<file path="src/rtl/pipeline_pkg.sv">
// Shared front-end pipeline types: the IF/ID payload and the canonical NOP.
package pipeline_pkg;

  localparam int FETCH_PC_W = 9;
  localparam logic [31:0] NOP_INSTR = 32'h0000_0013;

  typedef struct packed {
    logic [FETCH_PC_W-1:0] pc;
    logic [31:0]           instr;
  } fetch_entry_t;

endpackage

</file>
<file path="src/rtl/fetch_buffer.sv">
// Generic synchronous FIFO with clear; head is read straight from storage.
module fetch_buffer #(
  parameter int DEPTH = 2,
  parameter int WIDTH = 8,
  localparam int CNT_W = $clog2(DEPTH + 1),
  localparam int PTR_W = (DEPTH > 1) ? $clog2(DEPTH) : 1
) (
  input  logic             clk,
  input  logic             reset,
  input  logic             push_i,
  input  logic             pop_i,
  input  logic             clear_i,
  input  logic [WIDTH-1:0] data_i,
  output logic [WIDTH-1:0] head_o,
  output logic [CNT_W-1:0] count_o,
  output logic             empty_o,
  output logic             full_o
);

  logic [WIDTH-1:0] mem_q [DEPTH];
  logic [PTR_W-1:0] rd_q, rd_d, wr_q, wr_d;
  logic [CNT_W-1:0] cnt_q, cnt_d;
  logic             do_push, do_pop;

  function automatic logic [PTR_W-1:0] ptr_inc(input logic [PTR_W-1:0] p);
    return (p == PTR_W'(DEPTH - 1)) ? '0 : p + 1'b1;
  endfunction

  assign empty_o = (cnt_q == '0);
  assign full_o  = (cnt_q == CNT_W'(DEPTH));
  assign count_o = cnt_q;
  assign head_o  = mem_q[rd_q];

  // A full FIFO may still accept a push when the head leaves in the same cycle.
  assign do_pop  = pop_i && !empty_o;
  assign do_push = push_i && (!full_o || do_pop);

  always_comb begin
    rd_d  = rd_q;
    wr_d  = wr_q;
    cnt_d = cnt_q;
    if (clear_i) begin
      rd_d  = '0;
      wr_d  = '0;
      cnt_d = '0;
    end else begin
      if (do_pop)  rd_d = ptr_inc(rd_q);
      if (do_push) wr_d = ptr_inc(wr_q);
      cnt_d = cnt_q + CNT_W'(do_push) - CNT_W'(do_pop);
    end
  end

  always_ff @(posedge clk) begin
    if (reset) begin
      rd_q  <= '0;
      wr_q  <= '0;
      cnt_q <= '0;
    end else begin
      rd_q  <= rd_d;
      wr_q  <= wr_d;
      cnt_q <= cnt_d;
    end
  end

  always_ff @(posedge clk) begin
    if (do_push && !clear_i) mem_q[wr_q] <= data_i;
  end

endmodule

</file>
<file path="src/rtl/fetch_unit.sv">
// Fetch PC owner: credit-limited IMEM requests tagged with an epoch bit,
// stale-response filtering on redirect, and a small buffer feeding IF/ID.
module fetch_unit
  import pipeline_pkg::*;
#(
  parameter int PC_W      = FETCH_PC_W,
  parameter int BUF_DEPTH = 2
) (
  input  logic            clk,
  input  logic            reset,
  input  logic            redirect_i,
  input  logic [31:0]     redirect_pc_i,
  input  logic            stall_i,
  output logic            imem_req_valid_o,
  input  logic            imem_req_ready_i,
  output logic [PC_W-1:0] imem_req_addr_o,
  input  logic            imem_rsp_valid_i,
  input  logic [31:0]     imem_rsp_data_i,
  output logic            if_valid_o,
  output logic [PC_W-1:0] if_pc_o,
  output logic [31:0]     if_instr_o,
  output logic            flush_o,
  output logic            misalign_o
);

  localparam int CNT_W = $clog2(BUF_DEPTH + 1);

  typedef struct packed {
    logic            epoch;
    logic [PC_W-1:0] pc;
  } tag_t;

  logic [PC_W-1:0]  fpc_q, fpc_d;
  logic             epoch_q, epoch_d;
  logic [CNT_W-1:0] out_q, out_d;
  logic             flush_q, misalign_q;

  logic [CNT_W-1:0] buf_cnt;
  logic             buf_empty;
  logic             req_fire, rsp_wr, buf_pop;
  tag_t             tag_in, tag_head;
  fetch_entry_t     ent_in, ent_head;

  logic [CNT_W-1:0] unused_tag_cnt;
  logic             unused_tag_empty, unused_tag_full, unused_buf_full, unused_rpc;

  // Credits count both in-flight requests and buffered entries, so every
  // response that survives the epoch check is guaranteed a free slot.
  assign imem_req_valid_o = !reset &&
    (({1'b0, out_q} + {1'b0, buf_cnt}) < (CNT_W + 1)'(BUF_DEPTH));
  assign imem_req_addr_o  = fpc_q;
  assign req_fire         = imem_req_valid_o && imem_req_ready_i;

  assign tag_in  = '{epoch: epoch_q, pc: fpc_q};
  assign rsp_wr  = imem_rsp_valid_i && (tag_head.epoch == epoch_q) && !redirect_i;
  assign ent_in  = '{pc: tag_head.pc, instr: imem_rsp_data_i};
  assign buf_pop = !buf_empty && !stall_i && !redirect_i;

  assign if_valid_o = !buf_empty;
  assign if_pc_o    = buf_empty ? '0 : ent_head.pc;
  assign if_instr_o = buf_empty ? '0 : ent_head.instr;
  assign flush_o    = flush_q;
  assign misalign_o = misalign_q;
  assign unused_rpc = ^redirect_pc_i[31:PC_W];

  fetch_buffer #(.DEPTH(BUF_DEPTH), .WIDTH($bits(tag_t))) u_tag_fifo (
    .clk     (clk),
    .reset   (reset),
    .push_i  (req_fire),
    .pop_i   (imem_rsp_valid_i),
    .clear_i (1'b0),
    .data_i  (tag_in),
    .head_o  (tag_head),
    .count_o (unused_tag_cnt),
    .empty_o (unused_tag_empty),
    .full_o  (unused_tag_full)
  );

  fetch_buffer #(.DEPTH(BUF_DEPTH), .WIDTH($bits(fetch_entry_t))) u_data_buf (
    .clk     (clk),
    .reset   (reset),
    .push_i  (rsp_wr),
    .pop_i   (buf_pop),
    .clear_i (redirect_i),
    .data_i  (ent_in),
    .head_o  (ent_head),
    .count_o (buf_cnt),
    .empty_o (buf_empty),
    .full_o  (unused_buf_full)
  );

  always_comb begin
    fpc_d   = fpc_q;
    epoch_d = epoch_q ^ redirect_i;
    out_d   = out_q + CNT_W'(req_fire) - CNT_W'(imem_rsp_valid_i);
    if (redirect_i)    fpc_d = {redirect_pc_i[PC_W-1:2], 2'b00};
    else if (req_fire) fpc_d = fpc_q + PC_W'(4);
  end

  always_ff @(posedge clk) begin
    if (reset) begin
      fpc_q      <= '0;
      epoch_q    <= 1'b0;
      out_q      <= '0;
      flush_q    <= 1'b0;
      misalign_q <= 1'b0;
    end else begin
      fpc_q      <= fpc_d;
      epoch_q    <= epoch_d;
      out_q      <= out_d;
      flush_q    <= redirect_i;
      misalign_q <= redirect_i && (redirect_pc_i[1:0] != 2'b00);
    end
  end

endmodule

</file>
<file path="config.mk">
export PLATFORM = sky130hd
export DESIGN_NAME = fetch_unit
export DESIGN_NICKNAME = d
export VERILOG_FILES = /design/src/rtl/pipeline_pkg.sv /design/src/rtl/fetch_buffer.sv /design/src/rtl/fetch_unit.sv
export SDC_FILE = /design/constraint.sdc
export NUM_CORES = 1
export LEC_CHECK = 0
export CORE_ASPECT_RATIO = 1.2
export CORE_MARGIN = 5
export CORE_UTILIZATION = 51
export CTS_CLUSTER_SIZE = 28
export DETAILED_ROUTE_END_ITERATION = 10
export MAX_ROUTING_LAYER = met4
export PLACE_DENSITY_LB_ADDON = 0.3
export REMOVE_ABC_BUFFERS = 1
export SETUP_SLACK_MARGIN = 0.15
export SYNTH_ARGS = -nofsm -noshare
export SYNTH_HDL_FRONTEND = slang
export SYNTH_SLANG_ARGS = --single-unit
export TNS_END_PERCENT = 100
</file>
<file path="constraint.sdc">
create_clock -name clk -period 9.1 [get_ports clk]
set_clock_uncertainty 0.05 [all_clocks]
set_input_delay 0.91 -clock clk [delete_from_list [all_inputs] [get_ports clk]]
set_output_delay 0.91 -clock clk [all_outputs]
set_load 0.01 [all_outputs]
</file>
======== Yosys cells after proc, flatten, opt, wreduce, memory -nomap -nowiden ========
Memories as Yosys holds them, arrays and structs flattened. A register that Yosys moved wholly into a read port is not among the register bits.
Cells that the tools add are included.
W data, S select, Z words.
storage, ports and cells
  input bits .............................. 70
  register bits after elaboration ......... 22
  output and inout bits ................... 54
  memories ................................ 2
  word-level logic and storage cells ...... 73
  bits in writable memories ............... 102
memories
  memory            words  width  rd ports  clocked after memory_dff  wr ports  line                text
  u_data_buf.mem_q  2      41     1         1                         1         fetch_buffer.sv:20  logic [WIDTH-1:0] mem_q [DEPTH];
  u_tag_fifo.mem_q  2      10     1         1                         1         fetch_buffer.sv:20
operators by class
  bitwise operators ....................... 1
  multiplexer cells ....................... 16
  eq/ne operators ......................... 3
  add/sub/neg operators ................... 12
  magnitude comparators ................... 1
  reduce and logical (&&, ||, !) cells .... 26
operator list
  cell                   number
  $mux W32               1
  $mux W9                3
  $logic_and A1 B1 Y1    12
  $mux W1                12
  $add A9 B3 Y9 const B  1
  $logic_not A1 Y1       7
  $add A2 B1 Y2          3
  $sub A2 B1 Y2          3
  $add A1 B1 Y1 const B  4
  $eq A2 B2 Y1 const B   2
  $logic_not A2 Y1       2
  $reduce_bool A2 Y1     2
  $add A2 B2 Y3          1
  $lt A3 B2 Y1 const B   1
  $logic_or A1 B1 Y1     2
  $reduce_or A2 Y1       1
  $eq A1 B1 Y1           1
  $xor A1 B1 Y1          1

======== Longest topological paths before layout ========
Gate-level depths: netlist of the first run.
  depth in word-level cells ............... 10
  mapped depth ............................ 9
  depth with buffers taken out ............ 9

======== Hierarchy ========
A second synthesis of the first run with hierarchy kept.
second synthesis, totals
  cells, all modules ...................... 337
  area, all modules ....................... 5094.9 um^2
modules (own cells, without submodules)
  module                     sequential area each (um^2)  area each (um^2)  cells an instance  instances
  fetch_buffer (u_data_buf)  2562.5                       3198.1            158                1
  fetch_buffer (u_tag_fifo)  700.7                        970.9             57                 1
  fetch_unit                 240.2                        925.9             122                1

======== Worst setup path after synthesis of the first run ========
Ideal clock, no wire load.
  path kind ............................... in2reg
  start ................................... in imem_rsp_valid_i
  end ..................................... mem u_data_buf.mem_q[0][0] (netlist bit) (enable)
  stages .................................. 3
  arrival ................................. 3.911 ns
  setup slack ............................. 4.655 ns
  data required time ...................... 8.566 ns
  buffers on the path ..................... 0
  library setup time ...................... 0.484 ns
  cell sequence ........................... nor2b_1 > nand2_1 > nor3_1
between the ends
  word-level cells in the longest chain between the ends .. 6
ends and longest elaborated chain
  what                               line                text
  start, declared                    fetch_unit.sv:17    input logic imem_rsp_valid_i,
  $logic_and A1 B1 Y1 (2 in series)  fetch_unit.sv:55    assign rsp_wr = imem_rsp_valid_i && (tag_head.epoch == epoch_q) && !redirect_i;
  $logic_and A1 B1 Y1                fetch_buffer.sv:36  assign do_push = push_i && (!full_o || do_pop);
  $logic_and A1 B1 Y1                fetch_buffer.sv:66  if (do_push && !clear_i) mem_q[wr_q] <= data_i;
  $mux W1                            fetch_buffer.sv:66
  $mux W1 (implied by the code)      fetch_buffer.sv:66
  end, declared                      fetch_buffer.sv:20
Every way passes these cells.

======== Worst setup path in the final report of the first run ========
  start ................................... in reset
  end ..................................... out imem_req_valid_o
between the ends
  word-level cells in the longest chain between the ends .. 2
ends and longest elaborated chain
  what                 line              text
  start, declared      fetch_unit.sv:10  input logic reset,
  $logic_not A1 Y1     fetch_unit.sv:49  assign imem_req_valid_o = !reset &&
  $logic_and A1 B1 Y1  fetch_unit.sv:49
  end, declared        fetch_unit.sv:14  output logic imem_req_valid_o,
Every way passes these cells.

==> results.cfg, run 1 <==
[logic_synthesis]
postSynthCellCount = 328
synth_compound_area_share_pct = 3.30
avgSynthCellArea_um2 = 14.4
syn_area_um2 = 4710
ys_warn_count = 0
synthArstFlopShare_pct = 0
synth_top_family_by_area = multiplexers
yosys.area_share.simple_pct = 9.57
synth_seq_cells = 116
synth_cell_types = 43
synth-xor-area-share_pct = 1.67
synth_fa_ha_area_share_pct = 2.29
synth_edf_count = 94
synthFlopType = edfxtp_1
yosys-mux-area-fraction_pct = 10.6
synth-seq-area-share_pct = 69.3

[placement]
place.port_buffers = 96
placed_area_um2 = 5780
gp_congestion = 0.778
place_ws_ns = 5.00
dp_hpwl_um = 5670

[timing]
min_period_over_period_pct = 44.8
finalWorstSetupSlack_ns = 5.02
worst_pin_slew_ns = 1.05
finalSetupViolCount = 0
rsz0062_at_grt = no
slew_violations = 0
timing.fmax_mhz = 245
tns_ns = 0
layout_min_cycle_time_ns = 4.08
hold_violations = 0
slew_headroom_pct = 30.0

[clock_tree]
clock_path_buffers = 2
cts-buffers-inserted = 17
cts_setup_buffers = 0
clock_latency_ns = 0.51
path_clk_slew_ns = 0.05
cts_num_sinks = 116
cts.repair.resized = 0
cts_root_buf = clkbuf_8
cts_hold_buf = 0
cts_tree = yes
htreeDepth = 4

[outcome]
outcome = finished clean

[drt]
drt-total-wl_um = 9050
wire_per_inst_um = 16.1
vias = 2896
first_pass_iters = 4
drc = 0
ant_nets = 0
routed_via_density = 5.14
drt_iter0_drc = 144

[worst_hold_path]
min_path_type = reg2reg

[worst_setup_path]
r2r_slack_ns = 6.43
critPathKind = in2out
worst_setup_path_start_kind = input port
required_ns = 8.14
crit_path_start = reset
arrival_ns = 3.12
cp-endpoint = imem_req_valid_o
reg2regPathDepth = 6
worst-path-max-fanout = 27
reg2reg_from = u_data_buf.count_o[0]
reg2reg_to = imem_req_addr_o[8]
worstSetupEndpointType = output pin

[global_routing]
track_usage_pct = 17.5
globalRouteOverflowTotal = 0
grt_max_degree = 44
grt_pass1_wl_um = 14500
antenna_found_initial = 0
grt_pass1_vias = 3032

[die]
die-area_um2 = 11300
fp.dieW_um = 97.7
die_h_um = 115
rows = 38
io_pins = 124
core_um2 = 9030
initial_core_util_pct = 52.1

[cells_and_area]
nets = 508
syn_to_final_growth_pct = 35.3
final_core_util_pct = 70.5
num_antenna_cells = 0
finalInstanceArea_um2 = 6370
final_cell_mix = 96 x clkdlybuf4s50_1, 94 x edfxtp_1, 53 x nor2_1
n_fill_cell = 624
drive_above_1_share_pct = 10.6
layout_commonest_cell = clkdlybuf4s50_1

[pwr]
power_density_nw_per_um2 = 225
worst_ir_drop_vdd_v = 0.000159
p_leak_nw = 2.16
p_total_mw = 1.43

[job]
max-cap-violations = 0
[critical path: stages]
cell and delay (ns):
clkdlybuf4s50_1 0.94, or3_1 0.65, inv_1 0.08, clkdlybuf4s50_1 0.53
[Yosys cell counts, types with 4 or more instances]
master / count / area share (%)
edfxtp_1: 94 / 60
a311oi_1: 5 / 0.93
mux2_2: 8 / 1.9
o21ai_0: 4 / 0.43
dfxtp_1: 22 / 9.4
clkbuf_1: 12 / 0.96
or3_1: 4 / 0.53
nor2_1: 54 / 4.3
mux2i_1: 41 / 8.7
ha_1: 7 / 1.9
xnor2_1: 6 / 1.1
inv_1: 13 / 1.0
nand2_1: 6 / 0.48
buf_4: 4 / 0.64
[where the power goes]
| part | internal [mW] | switching [mW] | leakage (nW) |
|---|---|---|---|
| registers | 0.617 | 0.0210 | 1.04 |
| clock network | 0.423 | 0.215 | 0.289 |
| logic | 0.0808 | 0.0737 | 0.828 |
| total | 1.12 | 0.309 | 2.16 |
[logic make-up (layout without fill, tap and decap cells)]
family | Yosys count | after routing
DFF | 116 | 116
and+or+nand+nor | 91 | 91
muxes | 49 | 49
buffers and inverters | 33 | 145
AOI/OAI and AO/OA | 21 | 21
xor gates and xnor gates | 9 | 9
adders and majority gates | 8 | 8
other | 1 | 4
[cell type report]
class / instances / area (µm²) / area share [%]
Inverter: 14 / 52.6 / 0.825
Sequential cell: 116 / 3260 / 51.3
Tap cell: 120 / 150 / 2.36
Clock inverter: 7 / 65.1 / 1.02
Multi-Input combinational cell: 182 / 1330 / 20.8
Clock buffer: 25 / 528 / 8.29
Timing Repair Buffer: 99 / 983 / 15.4
[sequential cells by signal, summed over array words and instances, names as in the netlist, named ones only]
signal,cells
u_tag_fifo.mem_q,16
u_tag_fifo.wr_q,1
epoch_q,1
u_data_buf.rd_q,1
misalign_o,1
u_data_buf.wr_q,1
u_tag_fifo.count_o,2
imem_req_addr_o,7
u_data_buf.mem_q,78
flush_o,1
u_tag_fifo.rd_q,1
u_data_buf.count_o,2
out_q,2
[per-layer routing]
| layer | part of all wire [%] | up-vias | GRT usage, % |
|---|---|---|---|
| met4 | 1.4 | 0 | 6.46 |
| met5 | 0 | - | - |
| met3 | 5.6 | 15 | 6.19 |
| li1 | - | 1408 | - |
| met2 | 52 | 95 | 30.1 |
| met1 | 41 | 1378 | 18.7 |
[metrics by stage]
step	std cells	hold slack (ns)
finish	563	0.472
global route	563	0.502
CTS	563	0.476
detailed placement	531	0.455
global placement	531	0.430
floorplan	312	0.431
[how the worst min path moves through the flow]
stage               cells after the start               start                endpoint  slack [ns]
finish                                  2     u_tag_fifo.rd_q         u_tag_fifo.rd_q        0.47
global route                            0  imem_req_addr_o[8]  u_tag_fifo.mem_q[0][8]        0.50
CTS                                     2     u_tag_fifo.rd_q               flip-flop        0.48
detailed placement                      0  imem_req_addr_o[8]  u_tag_fifo.mem_q[0][8]        0.45
global placement                        0  imem_req_addr_o[8]  u_tag_fifo.mem_q[0][8]        0.43
floorplan                               2     u_tag_fifo.rd_q               flip-flop        0.43
Note: power is estimated with default switching activity, not from simulation.
==> run 2: changes to the inputs <==
--- a/config.mk
+++ b/config.mk
@@ -7,7 +7,7 @@
 export LEC_CHECK = 0
 export CORE_ASPECT_RATIO = 1.2
 export CORE_MARGIN = 5
-export CORE_UTILIZATION = 51
+export CORE_UTILIZATION = 48
 export CTS_CLUSTER_SIZE = 28
 export DETAILED_ROUTE_END_ITERATION = 10
 export MAX_ROUTING_LAYER = met4
==> constraint.sdc (replaced) <==
create_clock -name clk -period 4.2 [get_ports clk]
set_clock_uncertainty 0.05 [all_clocks]
set_input_delay 0.42 -clock clk [delete_from_list [all_inputs] [get_ports clk]]
set_output_delay 0.42 -clock clk [all_outputs]
set_load 0.01 [all_outputs]
==> results.cfg, run 2 (same netlist as run 1, synthesis figures left out) <==
[cells_and_area]
syn_to_final_growth_pct = 35.0
largest_reg_flops = 78
num_antenna_cells = 0
top_register = u_data_buf.mem_q
finalInstanceArea_um2 = 6360
layout_commonest_cell = clkdlybuf4s50_1
n_fill_cell = 704
regArea_um2 = 3260
multi_input_area_um2 = 1330
drive_above_1_share_pct = 10.1
nets = 509
final_cell_mix = 96 x clkdlybuf4s50_1, 94 x edfxtp_1, 53 x nor2_1

[clock_tree]
cts_hold_buf = 0
cts_root_buf = clkbuf_16
cts_setup_buffers = 0
clock_path_buffers = 2
cts_tree = yes
htreeDepth = 4
cts.repair.resized = 0
path_clk_slew_ns = 0.05
clock_latency_ns = 0.39
cts_num_sinks = 116
cts-buffers-inserted = 17

[timing]
slew_headroom_pct = 33.4
slew_violations = 0
hold_violations = 0
worst_pin_slew_ns = 0.997
min_period_over_period_pct = 71.8
layout_min_cycle_time_ns = 3.02
finalSetupViolCount = 0
rsz0062_at_grt = no
timing.fmax_mhz = 331
tns_ns = 0

[placement]
gp_congestion = 0.760
dp_hpwl_um = 5910
place.port_buffers = 96
placed_area_um2 = 5790

[outcome]
outcome = finished clean

[global_routing]
grt_pass1_wl_um = 14500
antenna_found_initial = 0
grt_pass1_vias = 2998
globalRouteOverflowTotal = 0
track_usage_pct = 16.1
grt_max_degree = 44

[worst_setup_path]
required_ns = 3.73
critPathKind = reg2out
cpPeakStageDelay_ns = 0.53
cpMaxStageDelayCell = clkdlybuf4s50_1
arrival_ns = 2.55
worst_setup_path_start_kind = flip-flop
worst-path-max-fanout = 5
worstSetupEndpointType = output pin
crit_chain = and2_1, fa_1, or3_1, inv_1, clkdlybuf4s50_1

[die]
rows = 39
io_pins = 124
die_h_um = 118
core_um2 = 9560
initial_core_util_pct = 49.2
fp.dieW_um = 100
die-area_um2 = 11900

[drt]
vias = 2908
drt_iter0_drc = 126
wire_per_inst_um = 15.7
drc = 0
ant_nets = 0
routed_via_density = 5.13
first_pass_iters = 4
drt-total-wl_um = 8890

[pwr]
p_total_mw = 3.07
p_leak_nw = 2.15
power_density_nw_per_um2 = 483
worst_ir_drop_vdd_v = 0.000302

[worst_hold_path]
min_path_type = reg2reg

[job]
max-cap-violations = 0
-- run 2: changes by cell type in the layout (fill, tap and decap cells not counted) --
cell and delta:
clkinvlp_4 -2, buf_4 +1, bufinv_16 +1, clkbuf_1 +3, clkbuf_16 -2
-- run 2: power breakdown --
part	internal (mW)	switching, mW	leakage [nW]
sequential	1.34	0.0468	1.04
clock	0.914	0.437	0.282
combinational	0.176	0.160	0.833
-- run 2: through the flow --
stage	util (%)	worst slack, ns	hold slack, ns	cells
floorplan	-	0.00203	0.431	312
global placement	60.5	1.54	0.448	535
detailed placement	60.5	1.50	0.449	535
CTS	66.5	1.14	0.464	567
global route	66.5	1.05	0.494	567
finish	66.5	1.18	0.464	567
-- run 2: final cells by class --
class,instances,share of cell area [%]
Sequential cell,116,51.4
Tap cell,123,2.42
Clock buffer,26,7.70
Clock inverter,6,1.26
Multi-Input combinational cell,182,20.8
Inverter,14,0.827
Timing Repair Buffer,100,15.6
-- run 2: worst paths after layout --
| kind | to | slack, ns | start | cells past startpoint |
|---|---|---|---|---|
| worst max-delay path | imem_req_valid_o | 1.18 | u_data_buf.count_o[0] | 5 |
| worst min-delay path | u_tag_fifo.mem_q[0][8] | 0.46 | imem_req_addr_o[8] | 0 |
| worst max register to register | out_q[1] | 1.55 | u_data_buf.count_o[0] | 9 |
| worst min register to register | u_tag_fifo.mem_q[0][8] | 0.46 | imem_req_addr_o[8] | 0 |
-- run 2: routing by layer --
layer | vias up | global-route usage (%) | part of all wire (%)
met4 | 0 | 5.31 | 0.57
met3 | 7 | 4.71 | 5.1
met5 | - | - | 0
met1 | 1407 | 18.3 | 41
li1 | 1410 | - | -
met2 | 84 | 27.1 | 53
-- run 2: critical path: cells and delay by family (launching register included) --
| family | cells | cell delay [ns] |
|---|---|---|
| buf+inv | 2 | 0.61 |
| simple gates | 2 | 0.66 |
| flops | 1 | 0.41 |
| fa+ha+maj | 1 | 0.48 |
